**config.mk**
```make
export PLATFORM = sky130hd
export DESIGN_NAME = perf_sampler
export DESIGN_NICKNAME = d
export VERILOG_FILES = /design/src/rtl/perf_sampler.sv
export SDC_FILE = /design/constraint.sdc
export NUM_CORES = 1
export LEC_CHECK = 0
export BUFFER_PORTS_ARGS = -buffer_cell sky130_fd_sc_hd__buf_2
export CAP_MARGIN = 25
export CORE_MARGIN = 5
export CORE_UTILIZATION = 51
export CTS_CLUSTER_SIZE = 14
export DETAILED_ROUTE_END_ITERATION = 10
export PLACE_DENSITY = 0.76
export SLEW_MARGIN = 15
export SYNTH_ARGS = -nofsm -noshare
export SYNTH_HDL_FRONTEND = slang
export SYNTH_SLANG_ARGS = --single-unit
```
**constraint.sdc**
```tcl
create_clock -name clk -period 1.84 [get_ports clk]
set_input_delay 0.092 -clock clk [delete_from_list [all_inputs] [get_ports clk]]
set_output_delay 0.092 -clock clk [all_outputs]
set_load 0.01 [all_outputs]
```
**src/rtl/perf_sampler.sv**
```systemverilog
// Periodic requester for a perf_counters instance. It captures each returned count,
// accumulates the counts with saturation, and presents the latest sample on a valid/ready port.
module perf_sampler #(
    parameter int CNT_W = 4,
    parameter int ACC_W = 16,
    parameter int PER_W = 8
) (
    input  logic             clk,
    input  logic             reset,
    input  logic             start_i,
    input  logic             stop_i,
    input  logic [PER_W-1:0] period_i,
    input  logic             clear_i,
    output logic             sw_req_o,
    input  logic [CNT_W-1:0] p_count_i,
    output logic [CNT_W-1:0] sample_o,
    output logic             valid_o,
    input  logic             ready_i,
    output logic [ACC_W-1:0] acc_o,
    output logic             sat_o,
    output logic             ovr_o
);

    typedef enum logic [1:0] {
        S_IDLE  = 2'd0,
        S_RUN   = 2'd1,
        S_DRAIN = 2'd2
    } state_t;

    localparam logic [PER_W-1:0] PER_ONE = {{(PER_W-1){1'b0}}, 1'b1};

    state_t           r_state;
    logic [PER_W-1:0] r_period;
    logic [PER_W-1:0] r_timer;
    logic             r_req;

    logic [CNT_W-1:0] r_sample;
    logic             r_valid;
    logic [ACC_W-1:0] r_acc;
    logic             r_sat;
    logic             r_ovr;

    logic [PER_W-1:0] w_start_per;
    logic [ACC_W-1:0] w_base;
    logic [ACC_W:0]   w_sum;
    logic             w_xfer;

    function automatic logic [ACC_W:0] acc_add(input logic [ACC_W-1:0] base,
                                               input logic [CNT_W-1:0] cnt);
        return {1'b0, base} + {{(ACC_W + 1 - CNT_W){1'b0}}, cnt};
    endfunction

    function automatic logic [ACC_W-1:0] acc_sat(input logic [ACC_W:0] sum);
        return sum[ACC_W] ? {ACC_W{1'b1}} : sum[ACC_W-1:0];
    endfunction

    assign w_start_per = (period_i == '0) ? PER_ONE : period_i;

    // The request for each cycle is decided one edge early, so sw_req_o
    // comes straight from a flop and no input reaches it combinationally.
    always_ff @(posedge clk) begin
        if (reset) begin
            r_state  <= S_IDLE;
            r_period <= PER_ONE;
            r_timer  <= '0;
            r_req    <= 1'b0;
        end else begin
            case (r_state)
                S_IDLE: begin
                    r_req <= 1'b0;
                    if (start_i) begin
                        r_state  <= S_RUN;
                        r_period <= w_start_per;
                        r_timer  <= w_start_per - PER_ONE;
                        r_req    <= (w_start_per == PER_ONE);
                    end
                end
                S_RUN: begin
                    if (stop_i) begin
                        r_timer <= '0;
                        if (r_req) begin
                            r_state <= S_IDLE;
                            r_req   <= 1'b0;
                        end else begin
                            r_state <= S_DRAIN;
                            r_req   <= 1'b1;
                        end
                    end else if (r_req) begin
                        r_timer <= r_period - PER_ONE;
                        r_req   <= (r_period == PER_ONE);
                    end else begin
                        r_timer <= r_timer - PER_ONE;
                        r_req   <= (r_timer == PER_ONE);
                    end
                end
                S_DRAIN: begin
                    r_state <= S_IDLE;
                    r_req   <= 1'b0;
                end
                default: begin
                    r_state <= S_IDLE;
                    r_req   <= 1'b0;
                end
            endcase
        end
    end

    // Clear takes effect before the add, so a coincident capture seeds the sum.
    assign w_base = clear_i ? '0 : r_acc;
    assign w_sum  = acc_add(w_base, p_count_i);
    assign w_xfer = r_valid & ready_i;

    always_ff @(posedge clk) begin
        if (reset) begin
            r_sample <= '0;
            r_valid  <= 1'b0;
            r_acc    <= '0;
            r_sat    <= 1'b0;
            r_ovr    <= 1'b0;
        end else begin
            if (clear_i) begin
                r_acc <= '0;
                r_sat <= 1'b0;
                r_ovr <= 1'b0;
            end
            if (r_req) begin
                r_acc    <= acc_sat(w_sum);
                r_sample <= p_count_i;
                r_valid  <= 1'b1;
                if (w_sum[ACC_W]) begin
                    r_sat <= 1'b1;
                end
                if (r_valid && !ready_i) begin
                    r_ovr <= 1'b1;
                end
            end else if (w_xfer) begin
                r_valid <= 1'b0;
            end
        end
    end

    assign sw_req_o = r_req;
    assign sample_o = r_sample;
    assign valid_o  = r_valid;
    assign acc_o    = r_acc;
    assign sat_o    = r_sat;
    assign ovr_o    = r_ovr;

endmodule

```
# Yosys cells after proc, flatten, opt, wreduce, memory -nomap -nowiden
# Cells that the tools add are included.
word_totals:
  reg_bits: 42
  in_bits: 18
  out_inout_bits: 24
  wordCells: 54
classes:
  add_sub_neg: 4
  eq_ne: 6
  n_mux: 25
  bitwise_logic: 1
  n_reduce_logical: 9
op_table:
  columns: ["op", "count"]
  rows:
  - ["16-bit 2-to-1 mux", 3]
  - ["8-bit 2-to-1 mux", 4]
  - ["8-bit by 1-bit == test with 1-bit output, second input constant", 3]
  - ["8-bit by 1-bit subtractor with 8-bit output, second input constant", 3]
  - ["16-bit by 4-bit adder with 17-bit output", 1]
  - ["8-bit case mux with 2 select lines", 1]
  - ["1-bit 2-to-1 mux", 12]
  - ["8-bit logical NOT", 1]
  - ["2-bit 2-to-1 mux", 3]
  - ["2-bit AND reduction", 3]
  - ["2-bit inequality test, second input constant", 2]
  - ["2-bit case mux with 2 select lines", 1]
  - ["2-bit nonzero test", 2]
  - ["2-bit by 1-bit == test with 1-bit output, second input constant", 1]
  - ["2-bit logical NOT", 1]
  - ["1-bit case mux with 2 select lines", 1]
  - ["1-bit bitwise AND", 1]
  - ["1-bit logical AND", 1]
  - ["1-bit logical NOT", 1]

# Depth between registers and ports, before layout
# Gate-level depths: netlist of run 1.
logic_depth:
  ltp_word: 5
  mapped_depth: 9
  mapped_depth_nobuf: 9

# Worst setup path after synthesis of run 1
# No wires, ideal clock.
synth_timing:
  path_type: "register to register"
  startpoint: "register r_acc[0] (netlist: acc_o[0])"
  endpoint: "register r_acc[14] (netlist: acc_o[14])"
  setup_time_ps: 122
  t_arrival_ps: 1756
  required_ps: 1718
  slack_ps: -39
  path_stages_with_launch: 9
  n_path_buf: 0
  period_less_slack_ps: 1879
  path_cell_list: "dfxtp_1 -> nor2b_1 -> ha_1 -> fa_1 -> nand3_1 -> a21oi_1 -> nand4_1 -> nor3_1 -> a211oi_1"
synth_between:
  elab_chain_len: 4
synth_rtl:
  columns: ["item", "line_no", "rtl"]
  rows:
  - ["start, declared", "39", "logic [ACC_W-1:0] r_acc;"]
  - ["start signal, assigned", "127", "r_acc <= acc_sat(w_sum);"]
  - ["16-bit 2-to-1 mux", null, null]
  - ["16-bit by 4-bit adder with 17-bit output", "50", "return {1'b0, base} + {{(ACC_W + 1 - CNT_W){1'b0}}, cnt};"]
  - ["16-bit 2-to-1 mux", "54", "return sum[ACC_W] ? {ACC_W{1'b1}} : sum[ACC_W-1:0];"]
  - ["16-bit 2-to-1 mux", "126", "if (r_req) begin"]
# Every way passes these cells.
# A chain may end at the register's enable or synchronous reset.

# Final worst setup path of run 1
layout_timing:
  startpoint: "register r_acc[0] (netlist: acc_o[0])"
  endpoint: "register r_acc[3] (netlist: acc_o[3])"
# Same word-level chain as after synthesis.

==> metrics.yaml, run 1 <==
pre_cts_slack_ps: -196
numCtsBuffers: 5
yosysWarnings: 0
syn_inst: 298
async_flop_share_pct: 0
gp_congestion: 0.848
status: "finished, violations left"
synth-edff-count: 0
setup_viol: 3
grt_pass1_vias: 2386
grt_use_total_pct: 22.1
p_leak_uw: 0.00141
clockRootBuffer: "clkbuf_8"
cp-start-kind: "register"
fmax_mhz: 539
crit_arrival_ps: 2070
crit_chain: "nor2b_4 > ha_4 > fa_2 > nand3_4 > a21oi_4 > buf_4 > nand2_1 > a21oi_1"
holdBufCountCts: 0
drc_errors: 0
skew_ps: 6.28
crit_fanout: 7
die_y_um: 80.0
end_kind: "register"
synth-seq-cells: 42
core_area_mm2: 0.00475
ys_types: 55
via_count: 2659
cts_max_path_buffers: 2
num_rows: 25
hp-class: "in -> reg"
yosysSeqAreaShare_pct: 33.6
syn_area_per_cell_um2: 8.40
worstSetupPathType: "reg -> reg"
drt_iter0_markers: 263
period_share_pct: 101
whs_ps: 69.2
clkTransAtPathRegs_ps: 80
drive_gt1_share_pct: 37.2
grt_max_degree: 31
layout_setup_ws_ps: -16.2
fin_util_pct: 71.5
finalSetupTns_ps: -28.9
cts.sinks: 42
drv_slew: 0
dp_hpwl_um: 4830
wl_per_cell_um: 16.9
synthesis.area_mm2: 0.00250
wirelength_um: 7620
slowest_stage: "dfxtp_2"
tightestPinTransition_ps: 629
port_buffers: 41
synth_nets: 327
grt_overflow: 0
start_util_pct: 52.6
finalHoldViolCount: 0
die_x_um: 80.0
power.density_mw_per_mm2: 619
ir_drop_mv: 0.424
cap_violations: 0
grt_pass1_wl_um: 11100
violations: "setup timing"
synthFlopType: "dfxtp_1"
ant_nets: 0
diodes: 0
max_stage_delay_ps: 330
required_ps: 2050
area_growth_pct: 35.8
design.die.area_mm2: 0.00641
grt_antenna_before_repair: 0
nets: 412
firstDrtPassIters: 5
via_per_inst: 5.90
num_io_pins: 42
cts_tree: "built"
clk_latency_ps: 300
maxSlewHeadroom_pct: 57.5
rsz0062_at_grt: "yes"
htree_levels: 2
nFillCells: 347
finalCriticalPeriod_ps: 1860
==> power breakdown <==
group | internal, µW | switching [µW] | total [µW]
Sequential | 950 | 49.6 | 999
Clock | 302 | 332 | 633
Combinational | 223 | 248 | 471
Total | 1470 | 630 | 2100
==> final timing paths <==
check	startpoint	to	slack (ps)	cells past startpoint
worst max-delay path	acc_o[0]	acc_o[3]	-20	8
worst min-delay path	period_i[1]	r_period[1]	70	3
worst max register to register	acc_o[0]	acc_o[3]	-20	8
worst min register to register	sat_o	sat_o	490	2
==> final cells by class <==
type                       count  area (µm²)  share of cell area, %
sequential                    42         850                   25.0
clock inverter                 2        12.5                  0.368
clock buffer                   6        82.6                   2.43
inverter                       9        33.8                  0.994
timing repair buffer          92         599                   17.6
tap                           67        83.8                   2.47
multi-input combinational    233        1740                   51.1
==> through the flow <==
| step | total power (µW) | cells | cell area [µm²] |
|---|---|---|---|
| 2_1_floorplan | 1280 | 298 | 2510 |
| 3_3_place_gp | 1410 | 429 | 2980 |
| 3_5_place_dp | 1420 | 429 | 2980 |
| 4_1_cts | 2060 | 440 | 3160 |
| 5_1_grt | 2210 | 451 | 3400 |
| 6_report | 2100 | 451 | 3400 |
==> cell usage after synthesis, types with 3 or more instances <==
cell | instances | area, µm²
inv_1 | 9 | 33.8
and3_1 | 3 | 18.8
mux2i_1 | 8 | 80.1
nand2b_1 | 8 | 50.1
clkbuf_8 | 3 | 41.3
a211oi_1 | 10 | 75.1
nand2_1 | 25 | 93.8
nand3_1 | 4 | 20.0
nand4_1 | 6 | 37.5
nor3b_1 | 4 | 30.0
xnor2_1 | 9 | 78.8
o22ai_1 | 5 | 31.3
nor2b_1 | 10 | 62.6
o21ai_0 | 7 | 35.0
a311oi_1 | 3 | 26.3
ha_1 | 10 | 125
xor2_1 | 9 | 78.8
nor2_1 | 33 | 124
or4_1 | 3 | 22.5
a31oi_1 | 5 | 31.3
o31ai_1 | 3 | 22.5
nor3_1 | 12 | 60.1
dfxtp_1 | 42 | 841
a21oi_1 | 22 | 110
clkbuf_1 | 8 | 30.0
==> what timing repair did <==
item                                    in CTS  in global routing
resized for setup                           14                 35
pin swaps                                    4                 15
buffers inserted                             3                 11
endpoints found under the setup margin      13                 15
==> registers in the layout, indices dropped and copies added, names as in the netlist <==
name      count
sw_req_o      1
r_state       2
valid_o       1
sat_o         1
sample_o      4
ovr_o         1
acc_o        16
r_period      8
r_timer       8
==> worst max-delay path: cells and delay by family, from the launching register on <==
family	cells	cell delay (ps)
compound gates	2	480
fa+ha+maj	2	400
buf+inv	1	160
flops	1	330
simple gates	3	380
==> cell usage in the layout (no fill, tap or decap), types with 5 or more instances in the layout <==
cell	count
clkbuf_8	6
ha_1	6
nor2b_1	6
a211oi_1	8
a21oi_1	20
a31oi_1	5
inv_1	9
xnor2_1	9
nor3_1	9
nand4_1	6
nor2_1	32
nand2b_1	8
buf_2	41
dfxtp_2	7
buf_4	48
dfxtp_1	35
nand2_1	24
xor2_1	9
mux2i_1	8
==> cell families after synthesis <==
logic type	synth area share, %
AO/OA/AOI/OAI	17.5
AND/OR/NAND/NOR	28.4
XOR/XNOR	6.30
adder cells (fa/ha/maj)	5.80
buffers and inverters	5.25
flip-flops	33.6
multiplexers	3.20
==> layer usage <==
| metal | global-route usage [%] | part of all wire [%] |
|---|---|---|
| met5 | 0 | 0 |
| met4 | 10.5 | 3.5 |
| met3 | 4.51 | 6.8 |
| met2 | 35.2 | 48 |
| met1 | 28.5 | 41 |
No activity file was read; power rests on OpenSTA's default activity.
==> run 2: changes to the inputs <==
==> constraint.sdc (replaced) <==
create_clock -name clk -period 1.84 [get_ports clk]
set_input_delay 0.092 -clock clk [delete_from_list [all_inputs] [get_ports clk]]
set_output_delay 0.092 -clock clk [all_outputs]
set_load 0.1 [all_outputs]
==> metrics.yaml, run 2 (same netlist as run 1, synthesis figures left out) <==
seqCellArea_um2: 887
wirelength_um: 6340
grt_overflow: 0
required_ps: 2000
cts_tree: "built"
reg2reg_depth: 7
end_kind: "register"
final_area_mm2: 0.00316
clockRootBuffer: "clkbuf_8"
cts_max_path_buffers: 2
fin_util_pct: 66.5
start_util_pct: 52.6
placed_area_mm2: 0.00301
clk_latency_ps: 290
nets: 390
p_leak_uw: 0.00129
reg2reg_to: "acc_o[13]"
r2r_slack_ps: 40
skew_ps: 10.3
finalCriticalPeriod_ps: 1800
design.die.area_mm2: 0.00641
layout_setup_ws_ps: 42.9
via_count: 2404
wl_per_cell_um: 14.8
grt_pass1_wl_um: 10400
power.density_mw_per_mm2: 657
status: "finished clean"
area_growth_pct: 26.4
hold_depth: 3
die_x_um: 80.0
grt_max_degree: 24
num_io_pins: 42
cp-start-kind: "register"
layout_commonest_cell: "buf_2"
htree_levels: 2
crit_fanout: 6
maxSlewHeadroom_pct: 64.5
grt_pass1_vias: 2234
num_rows: 25
nFillCells: 418
final_cell_mix: "buf_2 (41), nor2_1 (32), buf_4 (27)"
diodes: 0
drt_iter0_markers: 179
period_share_pct: 97.7
slowest_stage: "ha_2"
via_per_inst: 5.60
numCtsBuffers: 5
tightestPinTransition_ps: 525
drc_errors: 0
core_area_mm2: 0.00475
ir_drop_mv: 0.467
p_total_uw: 2080
firstDrtPassIters: 5
fmax_mhz: 556
die_y_um: 80.0
drive_gt1_share_pct: 33.1
regToRegStartpoint: "acc_o[2]"
ant_nets: 0
grt_use_total_pct: 20.1
port_buffers: 41
rsz0062_at_grt: "yes"
worstSetupPathType: "reg -> reg"
crit_arrival_ps: 1950
grt_antenna_before_repair: 0
max_stage_delay_ps: 350
gp_congestion: 0.822
multiInputGateArea_mm2: 0.00163
crit_chain: "nor2b_1 > ha_2 > o21ai_1 > o21bai_2 > nand4_1 > xnor2_1 > a21oi_1"
hp-class: "in -> reg"
pre_cts_slack_ps: -161
drv_slew: 0
whs_endpoint: "sample_o[3]"
dp_hpwl_um: 4630
holdBufCountCts: 0
clkTransAtPathRegs_ps: 80
finalHoldViolCount: 0
cap_violations: 0
largest_reg_flops: 16
hp-start: "p_count_i[3]"
cts.sinks: 42
setup_viol: 0
run 2: stage by stage:
stage	setup TNS, ps	hold WS [ps]	std cells
2_1_floorplan	-258	228	298
6_report	0	64.3	429
3_5_place_dp	-377	369	418
5_1_grt	-232	63.7	429
3_3_place_gp	-219	353	418
4_1_cts	0	65.3	426
run 2: worst max-delay path, delay by kind of cell (launching register included):
family / cells / cell delay [ps]
compound gates: 3 / 500
xor+xnor: 1 / 180
fa+ha+maj: 1 / 350
flops: 1 / 340
simple gates: 2 / 300
run 2: layout make-up:
class	count	area share (%)
clock buffers	6	2.61
clock inverters	2	0.396
inverters	9	1.07
multi-input cells	233	51.6
flip-flops and latches	42	28.0
well taps	67	2.65
repair buffers	70	13.6
run 2: how the worst max path moves through the flow:
stage | slack, ps | startpoint | to | depth (start not counted)
after floorplan | -70 | acc_o[0] | acc_o[14] | 8
after global placement | -110 | period_i[4] | r_timer[6] | 10
after detailed placement | -160 | period_i[4] | r_timer[4] | 9
after CTS | 4 | acc_o[2] | acc_o[15] | 7
after global routing | -70 | acc_o[2] | acc_o[13] | 7
final | 40 | acc_o[2] | acc_o[13] | 7
run 2: where the power goes:
group / switching [µW] / internal (µW) / leakage [µW] / total [µW]
Combinational: 267 / 199 / 0.000891 / 467
Sequential: 46.1 / 937 / 0.000354 / 983
Clock: 327 / 302 / 0.0000472 / 629
run 2: per-layer routing:
layer	vias up	share of wire (%)	GRT usage [%]	routed length (µm)
li1	1202	-	-	-
met1	1121	46	28.7	2910
met2	74	47	30.7	2960
met3	7	6.4	3.61	403
met4	0	1.1	5.57	69
met5	-	0	0	0
run 2: repair_timing:
item,in CTS,in global routing
gates resized for setup,0,11
setup endpoints to repair,0,12
buffers inserted,0,3
==> run 3: changes to the inputs <==
--- a/config.mk
+++ b/config.mk
@@ -7,6 +7,7 @@
 export LEC_CHECK = 0
 export BUFFER_PORTS_ARGS = -buffer_cell sky130_fd_sc_hd__buf_2
 export CAP_MARGIN = 25
+export CORE_ASPECT_RATIO = 1.75
 export CORE_MARGIN = 5
 export CORE_UTILIZATION = 51
 export CTS_CLUSTER_SIZE = 14
==> metrics.yaml, run 3 (same netlist as run 1, synthesis figures left out) <==
wl_per_cell_um: 16.2
finalHoldViolCount: 0
maxSlewHeadroom_pct: 54.5
setup_viol: 0
final_cell_mix: "buf_2 (41), nor2_1 (33), buf_4 (30)"
finalSetupTns_ps: 0
largest_reg_flops: 16
grt_antenna_before_repair: 0
drc_errors: 0
nFillCells: 409
ir_drop_mv: 0.544
max_stage_delay_ps: 560
area_growth_pct: 28.0
clk_latency_ps: 290
port_buffers: 41
die_x_um: 63.0
layout_commonest_cell: "buf_2"
placed_area_mm2: 0.00301
rsz0062_at_grt: "yes"
drt_iter0_markers: 146
htree_levels: 2
skew_ps: 3.55
crit_fanout: 6
grt_use_total_pct: 21.7
finalCriticalPeriod_ps: 1830
status: "finished clean"
crit_chain: "or4_1 > nor2_1 > xor2_1 > a32oi_1 > a311oi_1"
required_ps: 2050
fmax_mhz: 546
worstSetupPathType: "reg -> reg"
grt_pass1_wl_um: 11200
clockRootBuffer: "clkbuf_8"
drv_slew: 0
firstDrtPassIters: 4
design.die.area_mm2: 0.00646
power.density_mw_per_mm2: 657
ant_nets: 0
grt_pass1_vias: 2499
num_io_pins: 42
hp-class: "in -> reg"
fin_util_pct: 68.0
cts_max_path_buffers: 2
via_count: 2460
cts.sinks: 42
die_y_um: 103
core_area_mm2: 0.00471
multiInputGateArea_mm2: 0.00167
holdBufCountCts: 0
start_util_pct: 53.2
nets: 393
grt_overflow: 0
final_area_mm2: 0.00320
seqCellArea_um2: 887
wirelength_um: 6750
cap_violations: 0
num_rows: 33
slowest_stage: "or4_1"
clkTransAtPathRegs_ps: 80
diodes: 0
drive_gt1_share_pct: 35.1
period_share_pct: 99.5
via_per_inst: 5.90
end_kind: "register"
numCtsBuffers: 5
p_leak_uw: 0.00131
cts_tree: "built"
cp-start-kind: "register"
gp_congestion: 0.844
tightestPinTransition_ps: 683
crit_arrival_ps: 2040
grt_max_degree: 37
dp_hpwl_um: 5140
run 3: cell types whose count changed in the layout (fill, tap and decap cells not counted), sizes merged:
cell | before | now
clkinvlp | 1 | 0
inv | 9 | 10
buf | 70 | 73
run 3: critical path: cells and delay by family (launching register included):
kind,cells,cell delay (ps)
simple gates,2,700
flops,1,360
xor+xnor,1,280
compound gates,2,410
run 3: cell type report:
cell class	instances	share of cell area [%]
multi-input cells	233	52.1
flip-flops and latches	42	27.7
repair buffers	73	14.1
clock buffers	6	2.58
well taps	52	2.03
inverters	9	1.05
clock inverters	2	0.352
run 3: timing repair:
item,CTS,global route
pin swaps,1,11
hold endpoints to repair,0,0
setup endpoints to repair,3,17
resized for setup,1,16
buffers inserted,1,3
run 3: final timing paths:
kind                     from         end  slack [ps]  cells past startpoint
hold / removal        ready_i     valid_o          80                      4
setup / recovery  r_period[0]  r_timer[5]           8                      5
setup reg to reg  r_period[0]  r_timer[5]           8                      5
hold reg to reg         sat_o       sat_o         490                      2
run 3: routing by layer:
metal | global-route usage [%] | routed length (µm) | share of wire (%)
met3 | 3.60 | 200 | 3.0
met4 | 12.6 | 345 | 5.1
met1 | 20.1 | 2410 | 36
met2 | 43.2 | 3790 | 56
met5 | 0 | 0 | 0
run 3: where the power goes:
group / internal [µW] / switching [µW] / leakage, µW / total (µW)
clock: 303 / 331 / 0.0000515 / 634
combinational: 209 / 275 / 0.000907 / 484
sequential: 937 / 47.8 / 0.000354 / 985
run 3: through the flow:
stage          hold slack, ps  total power (µW)  std cells  worst slack [ps]
6_report                 81.5              2100        417              8.50
3_3_place_gp              360              1460        406              -123
4_1_cts                  70.3              2100        415              5.04
2_1_floorplan             228              1320        298             -69.3
5_1_grt                  93.9              2210        417             -90.2
3_5_place_dp              379              1470        406              -179
